--- config.mk ---
export PLATFORM = sky130hd
export DESIGN_NAME = peripheral_mult_sequencer
export DESIGN_NICKNAME = d
export VERILOG_FILES = /design/src/rtl/peripheral_mult_pkg.sv /design/src/rtl/peripheral_timeout_counter.sv /design/src/rtl/peripheral_mult_sequencer.sv
export SDC_FILE = /design/constraint.sdc
export NUM_CORES = 1
export LEC_CHECK = 0
export ABC_AREA = 1
export CAP_MARGIN = 5
export CORE_MARGIN = 3
export CORE_UTILIZATION = 59
export CTS_BUF_LIST = sky130_fd_sc_hd__clkbuf_8
export DETAILED_ROUTE_END_ITERATION = 8
export HOLD_SLACK_MARGIN = 0.15
export MAX_ROUTING_LAYER = met4
export PLACE_DENSITY_LB_ADDON = 0.3
export SYNTH_ARGS = -nofsm -noshare
export SYNTH_HDL_FRONTEND = slang
export SYNTH_SLANG_ARGS = --single-unit
export TNS_END_PERCENT = 30
--- constraint.sdc ---
create_clock -name clk -period 3.89 [get_ports clk]
set_input_delay 0.9725 -clock clk [delete_from_list [all_inputs] [get_ports clk]]
set_output_delay 0.9725 -clock clk [all_outputs]
set_load 0.01 [all_outputs]
--- src/rtl/peripheral_mult_pkg.sv ---
// Shared types and constants for the IEEE-754 multiplier peripheral.
// Used by the sequencer, the operand-capture block and the display mux.
package peripheral_mult_pkg;

    typedef enum logic [2:0] {
        ST_ENTER_A = 3'd0,
        ST_ENTER_B = 3'd1,
        ST_START   = 3'd2,
        ST_WAIT    = 3'd3,
        ST_SHOW    = 3'd4,
        ST_ERROR   = 3'd5
    } seq_state_t;

    // Slots 0-3 are A[31:24]..A[7:0]; slots 4-7 are the same byte order for B.
    localparam logic [3:0] SLOT_A0     = 4'd0;
    localparam logic [3:0] SLOT_A_LAST = 4'd3;
    localparam logic [3:0] SLOT_B0     = 4'd4;
    localparam logic [3:0] SLOT_LAST   = 4'd7;
    localparam logic [3:0] SLOT_NONE   = 4'd8;

    localparam logic [1:0] DISP_R31_24 = 2'd0;
    localparam logic [1:0] DISP_R23_16 = 2'd1;
    localparam logic [1:0] DISP_R15_8  = 2'd2;
    localparam logic [1:0] DISP_R7_0   = 2'd3;

endpackage

--- src/rtl/peripheral_timeout_counter.sv ---
// Up-counter supervising the multiplier; expired flags the last allowed WAIT cycle.
// The count holds at its terminal value rather than wrapping.
module peripheral_timeout_counter #(
    parameter int TIMEOUT_CYCLES = 64
) (
    input  logic clk,
    input  logic reset,
    input  logic clr,
    input  logic en,
    output logic expired
);

    localparam int CW = (TIMEOUT_CYCLES > 2) ? $clog2(TIMEOUT_CYCLES) : 1;
    localparam logic [CW-1:0] LAST = CW'(TIMEOUT_CYCLES - 1);

    logic [CW-1:0] count;

    always_ff @(posedge clk or negedge reset) begin
        if (!reset) begin
            count <= '0;
        end else if (clr) begin
            count <= '0;
        end else if (en && !expired) begin
            count <= count + CW'(1);
        end
    end

    assign expired = (count == LAST);

endmodule

--- src/rtl/peripheral_mult_sequencer.sv ---
// Sequencer for the multiplier peripheral: byte entry, launch, supervised wait,
// and paged result display.
//
// state      | meaning
// -----------+-------------------------------------------------
// ENTER_A    | capturing operand A bytes, slot 0..3
// ENTER_B    | capturing operand B bytes, slot 4..7
// START      | one-cycle multiplier launch
// WAIT       | waiting for mult_done, timeout counter running
// SHOW       | paging result bytes out via disp_sel
// ERROR      | multiplier timed out, waiting for enter
module peripheral_mult_sequencer
    import peripheral_mult_pkg::*;
#(
    parameter int TIMEOUT_CYCLES = 64
) (
    input  logic       clk,
    input  logic       reset,
    input  logic       enterpulse,
    input  logic       clearpulse,
    input  logic       mult_done,
    output logic [3:0] datainput_i,
    output logic       mult_start,
    output logic       busy,
    output logic       result_valid,
    output logic       error,
    output logic [1:0] disp_sel
);

    seq_state_t state, state_nxt;
    logic [3:0] slot, slot_nxt;
    logic [1:0] disp, disp_nxt;
    logic       tmo_clr;
    logic       tmo_expired;

    assign tmo_clr = clearpulse || (state != ST_WAIT);

    peripheral_timeout_counter #(
        .TIMEOUT_CYCLES(TIMEOUT_CYCLES)
    ) u_timeout (
        .clk     (clk),
        .reset   (reset),
        .clr     (tmo_clr),
        .en      (state == ST_WAIT),
        .expired (tmo_expired)
    );

    always_ff @(posedge clk or negedge reset) begin
        if (!reset) begin
            state <= ST_ENTER_A;
            slot  <= SLOT_A0;
            disp  <= DISP_R31_24;
        end else begin
            state <= state_nxt;
            slot  <= slot_nxt;
            disp  <= disp_nxt;
        end
    end

    always_comb begin
        state_nxt = state;
        slot_nxt  = slot;
        disp_nxt  = disp;
        if (clearpulse) begin
            state_nxt = ST_ENTER_A;
            slot_nxt  = SLOT_A0;
            disp_nxt  = DISP_R31_24;
        end else begin
            case (state)
                ST_ENTER_A: if (enterpulse) begin
                    slot_nxt = slot + 4'd1;
                    if (slot == SLOT_A_LAST) state_nxt = ST_ENTER_B;
                end
                ST_ENTER_B: if (enterpulse) begin
                    if (slot == SLOT_LAST) begin
                        state_nxt = ST_START;
                        slot_nxt  = SLOT_A0;
                    end else begin
                        slot_nxt = slot + 4'd1;
                    end
                end
                ST_START: state_nxt = ST_WAIT;
                // done beats the timeout when both land on the same cycle
                ST_WAIT: begin
                    if (mult_done) begin
                        state_nxt = ST_SHOW;
                        disp_nxt  = DISP_R31_24;
                    end else if (tmo_expired) begin
                        state_nxt = ST_ERROR;
                    end
                end
                ST_SHOW: if (enterpulse) begin
                    if (disp == DISP_R7_0) begin
                        state_nxt = ST_ENTER_A;
                        slot_nxt  = SLOT_A0;
                        disp_nxt  = DISP_R31_24;
                    end else begin
                        disp_nxt = disp + 2'd1;
                    end
                end
                ST_ERROR: if (enterpulse) begin
                    state_nxt = ST_ENTER_A;
                    slot_nxt  = SLOT_A0;
                end
                default: begin
                    state_nxt = ST_ENTER_A;
                    slot_nxt  = SLOT_A0;
                    disp_nxt  = DISP_R31_24;
                end
            endcase
        end
    end

    always_comb begin
        datainput_i  = SLOT_NONE;
        mult_start   = 1'b0;
        busy         = 1'b0;
        result_valid = 1'b0;
        error        = 1'b0;
        case (state)
            ST_ENTER_A, ST_ENTER_B: datainput_i = slot;
            ST_START: begin
                mult_start = 1'b1;
                busy       = 1'b1;
            end
            ST_WAIT:  busy = 1'b1;
            ST_SHOW:  result_valid = 1'b1;
            ST_ERROR: error = 1'b1;
            default:  datainput_i = SLOT_NONE;
        endcase
    end

    assign disp_sel = disp;

endmodule

Yosys cells after proc, flatten, opt, wreduce, memory -nomap -nowiden
Index checks and enable logic that the tools add are counted.
Widths: inputs -> output; s select.
{"block": "word_totals", "inputBits": 5, "regBits": 15}
{"block": "classes", "n_eq_ne": 21, "reduce_logical": 11, "n_mux": 31, "addsub": 3}
{"cell": "$mux 4", "count": 8}
{"cell": "$mux 3", "count": 10}
{"cell": "$ne 3x3->1 const B", "count": 8}
{"cell": "$pmux 4 s5", "count": 1}
{"cell": "$pmux 3 s6", "count": 1}
{"cell": "$mux 6", "count": 2}
{"cell": "$mux 2", "count": 4}
{"cell": "$reduce_and 8->1", "count": 1}
{"cell": "$add 6x1->6 const B", "count": 1}
{"cell": "$eq 3x2->1 const B", "count": 2}
{"cell": "$eq 3x3->1 const B", "count": 2}
{"cell": "$eq 6x6->1 const B", "count": 1}
{"cell": "$pmux 2 s3", "count": 1}
{"cell": "$reduce_and 6->1", "count": 1}
{"cell": "$add 4x1->4 const B", "count": 1}
{"cell": "$eq 4x2->1 const B", "count": 1}
{"cell": "$eq 4x3->1 const B", "count": 1}
{"cell": "$mux 1", "count": 4}
{"cell": "$ne 2x1->1 const B", "count": 2}
{"cell": "$ne 4x4->1 const B", "count": 1}
{"cell": "$reduce_or 2->1", "count": 2}
{"cell": "$reduce_or 4->1", "count": 1}
{"cell": "$eq 3x1->1 const B", "count": 1}
{"cell": "$logic_not 3->1", "count": 1}
{"cell": "8 further kinds", "count": 8}

Longest topological paths before layout
{"block": "logic_depth", "ltp_word": 5, "mapped_depth": 10, "mapped_depth_nobuf": 10}

Modules after synthesis
A second synthesis with hierarchy kept.
{"block": "hier_totals", "hier_cells": 151, "hier_area_um2": 1071.0}
{"module": "peripheral_mult_sequencer", "n_inst": 1, "seq_area_each_um2": 225.2, "cells_per_inst": 98, "area_per_inst_um2": 671.9}
{"module": "peripheral_timeout_counter", "n_inst": 1, "seq_area_each_um2": 150.1, "cells_per_inst": 53, "area_per_inst_um2": 399.1}

Least setup slack after synthesis
No wires, ideal clock.
{"block": "synth_path", "path_kind": "flip-flop to output port", "start": "register state[1]", "end": "output port datainput_i[0]", "t_arrival_ns": 0.840, "slack_ns": 2.078, "t_required_ns": 2.918, "n_path_buf": 1, "path_stages_with_launch": 5, "path_cell_list": "dfrtp_1 > buf_6 > nor2_1 > inv_1 > nor2_1"}
{"block": "synth_via", "elab_chain_len": 3}
{"element": "start, declared", "line_no": "peripheral_mult_sequencer.sv:30", "rtl": "seq_state_t state, state_nxt;"}
{"element": "start signal, assigned", "line_no": "peripheral_mult_sequencer.sv:54", "rtl": "state <= state_nxt;"}
{"element": "$eq 3x1->1 or $logic_not 3->1 (tied branches)", "line_no": "peripheral_mult_sequencer.sv:120", "rtl": "case (state)"}
{"element": "$reduce_or 2->1 *", "line_no": "peripheral_mult_sequencer.sv:120"}
{"element": "$mux 4 *", "line_no": "peripheral_mult_sequencer.sv:120"}
{"element": "end, declared", "line_no": "peripheral_mult_sequencer.sv:22", "rtl": "output logic [3:0] datainput_i,"}
Every way passes the cells marked *; elsewhere a longest branch is shown, timed or not.

Worst setup path in the final report
{"block": "layout_path", "start": "register state[2]", "end": "output port result_valid"}
{"block": "layout_via", "elab_chain_len": 2}
{"element": "$eq 3x3->1", "line_no": "peripheral_mult_sequencer.sv:120"}
{"element": "$mux 1", "line_no": "peripheral_mult_sequencer.sv:120"}
{"element": "end, declared", "line_no": "peripheral_mult_sequencer.sv:25", "rtl": "output logic result_valid,"}
No other way between the ends.

==> results.py <==
metrics = {
    "placement": {
        "io_buffers": 14,
        "place_area_mm2": 0.00109,
        "gp_congestion": 0.872,
        "dp_slack_ns": 1.52,
        "dpl.hpwl_um": 1640,
        "dp_cells": 156,
    },
    "setup_path": {
        "cp_top_family": "buffers and inverters",
        "crit_chain": "nand2_1 > nor2_1 > clkdlybuf4s50_1",
        "cp-end-kind": "primary output",
        "critPathRequiredTime_ns": 2.92,
        "critPathSlowestCell": "clkdlybuf4s50_1",
        "arrival_ns": 1.72,
        "critPathBufInv": 1,
        "crit_type": "flip-flop to primary output",
        "startpoint_type": "flip-flop",
        "r2r_cells": 6,
        "max_stage_delay_ns": 0.57,
        "crit_path_max_fanout": 8,
        "worstSetupPathDepth": 3,
    },
    "flow_run": {
        "drv_cap": 0,
    },
    "sta": {
        "period_needed_ns": 2.69,
        "min_period_over_period_pct": 69.2,
        "tightest_slew_ns": 0.683,
        "fmax_mhz": 372,
        "report.final.slew_viol_count": 0,
        "setup-violations-final": 0,
        "fin_setup_tns_ns": 0,
        "rsz0062_at_grt": "no",
        "maxSlewHeadroom_pct": 54.3,
        "layout_setup_ws_ns": 1.20,
        "hold_viol_final": 0,
        "fin_worst_skew_ns": 0.00227,
    },
    "synthesis": {
        "syn_inst": 129,
        "synth_area_um2": 950,
        "postSynthAreaPerCell_um2": 7.36,
        "yosys_warnings": 0,
        "synth_fp_nets": 137,
        "synth-seq-cells": 15,
        "ys_seq_area_share_pct": 39.5,
        "synth.distinct_cells": 24,
    },
    "floorplan": {
        "initial_core_util_pct": 67.9,
        "dieHeight_um": 46.1,
        "die_area_mm2": 0.00213,
        "rows": 13,
        "io_pins": 15,
        "fp.dieW_um": 46.1,
        "coreArea_mm2": 0.00140,
    },
    "finish": {
        "utilization_pct": 81.1,
        "antenna_cells": 0,
        "stdcell_area_mm2": 0.00113,
        "drive_above_1_share_pct": 13.1,
        "fin_cells": 160,
        "fillers": 103,
        "syn_to_final_growth_pct": 19.5,
        "final_nets": 154,
        "ff_latch_area_um2": 375,
        "multi_input_comb_area_um2": 484,
    },
    "cts": {
        "cts_made_buffers": 3,
        "cts_tree": "yes",
        "root_buffer": "clkbuf_8",
        "clk_pin_slew_ns": 0.07,
        "clock_sinks": 15,
        "clock_latency_ns": 0.25,
        "post_cts_buffers": 0,
        "clk_path_buf_depth": 2,
        "h-tree-depth": 1,
        "hold_buffers": 0,
        "post_cts_resized": 0,
    },
    "worst_hold_path": {
        "whs_path_depth": 1,
        "hold_class": "flip-flop to flip-flop",
    },
    "power": {
        "p_comb_share_pct": 34.9,
        "p_int_w": 0.000324,
        "ir_worst_vdd_uv": 306,
        "powerDensity_mw_per_mm2": 456,
        "leakage_nw": 0.547,
        "pwr-share-seq_pct": 39.4,
        "switching_share_pct": 37.3,
        "pwr-share-clk_pct": 25.7,
        "power.switching_w": 0.000193,
    },
    "global_route": {
        "grt_pass1_vias": 931,
        "grt_pass1_wl_um": 3830,
        "track_usage_pct": 26.1,
        "grt_antenna_before_repair": 0,
        "grt.overflow.total": 0,
        "grt_max_degree": 16,
    },
    "route": {
        "drt_iter0_drc": 46,
        "ant_nets": 0,
        "vias": 952,
        "drc_errors": 0,
        "wl_per_cell_um": 14.3,
        "via_per_inst": 5.95,
        "first_pass_iters": 4,
        "drt-total-wl_um": 2290,
    },
    "status": {
        "status": "complete, no violations",
    },
}
-- worst register-to-register path: stages (launching register included) --
cell and delay (ns):
dfrtp_1 0.39, ha_1 0.21, nand3_1 0.14, nor2_1 0.18
nand3_1 0.27, nand3_1 0.17, o21ai_0 0.10
-- cell usage after synthesis --
cell | number | area, um2
a211oi_1 | 1 | 7.51
a21oi_1 | 2 | 10.0
a22oi_1 | 1 | 7.51
a31o_2 | 1 | 8.76
a31oi_1 | 2 | 12.5
buf_6 | 2 | 22.5
dfrtp_1 | 15 | 375
ha_1 | 3 | 37.5
inv_1 | 14 | 52.6
inv_2 | 4 | 15.0
nand2_1 | 26 | 97.6
nand2_2 | 2 | 12.5
nand2_4 | 1 | 11.3
nand3_1 | 14 | 70.1
nand3_2 | 1 | 10.0
nand4_1 | 3 | 18.8
nor2_1 | 17 | 63.8
nor2_2 | 5 | 31.3
nor2_4 | 1 | 11.3
nor3_1 | 2 | 10.0
o21ai_0 | 9 | 45.0
o21ai_1 | 1 | 5.00
o21bai_1 | 1 | 7.51
or2_0 | 1 | 6.26
-- cells in the final DEF, fill, tap and decap left out, drive strengths merged --
cell type,count
clkbuf,3
nand2,29
ha,3
a21oi,2
nor3,2
nand4,3
clkdlybuf4s50,14
inv,18
dfrtp,15
nor2,23
a31o,1
a211oi,1
or2,1
nand3,15
clkinvlp,1
a22oi,1
a31oi,2
o21bai,1
o21ai,10
-- metrics by stage --
step | power (W) | hold slack, ns
final | 0.000517 | 0.520
after global routing | 0.000549 | 0.548
after floorplan | 0.000313 | 0.472
after CTS | 0.000515 | 0.520
after detailed placement | 0.000380 | 0.503
after global placement | 0.000371 | 0.496
-- state kept, by name, indices dropped and copies added (netlist names) --
signal / flops
slot: 4
disp_sel: 2
state: 3
u_timeout.count: 6
-- routing by layer --
layer | track usage [%] | routed length, um | up-vias
li1 | - | - | 451
met4 | 17.0 | 87 | 0
met2 | 40.4 | 1120 | 44
met1 | 30.9 | 944 | 444
met3 | 4.30 | 143 | 13
met5 | - | 0 | -
-- cell families (layout without fill, tap and decap cells) --
group,count (synthesis),in the layout,synth area share [%]
and+or+nand+nor,73,73,36.1
buffers and inverters,20,36,9.49
AOI/OAI and AO/OA,18,18,10.9
DFF,15,15,39.5
adders and majority gates,3,3,3.95
-- layout make-up --
class / instances / area share [%]
Clock buffer: 3 / 3.64
Tap cell: 15 / 1.65
Clock inverter: 1 / 0.662
Inverter: 18 / 5.95
Multi-Input combinational cell: 94 / 42.7
Sequential cell: 15 / 33.1
Timing Repair Buffer: 14 / 12.3
-- worst paths after layout --
| kind | startpoint | to | slack [ns] |
|---|---|---|---|
| min | u_timeout.count[2] | u_timeout.count[2] | 0.52 |
| min reg2reg | u_timeout.count[2] | u_timeout.count[2] | 0.52 |
| max in group asynchronous | reset | slot[2] | 2.32 |
| min in group asynchronous | reset | u_timeout.count[5] | 1.13 |
| max | state[2] | result_valid | 1.20 |
| max reg2reg | u_timeout.count[0] | u_timeout.count[1] | 2.31 |
-- power by group through the flow --
stage | registers (W) | logic (W) | clock network (W)
CTS | 0.000203 | 0.000179 | 0.000133
detailed placement | 0.000205 | 0.000175 | 0
floorplan | 0.000195 | 0.000118 | 0
finish | 0.000204 | 0.000180 | 0.000133
global route | 0.000206 | 0.000202 | 0.000141
global placement | 0.000204 | 0.000167 | 0
No activity file was read; power rests on OpenSTA's default activity.
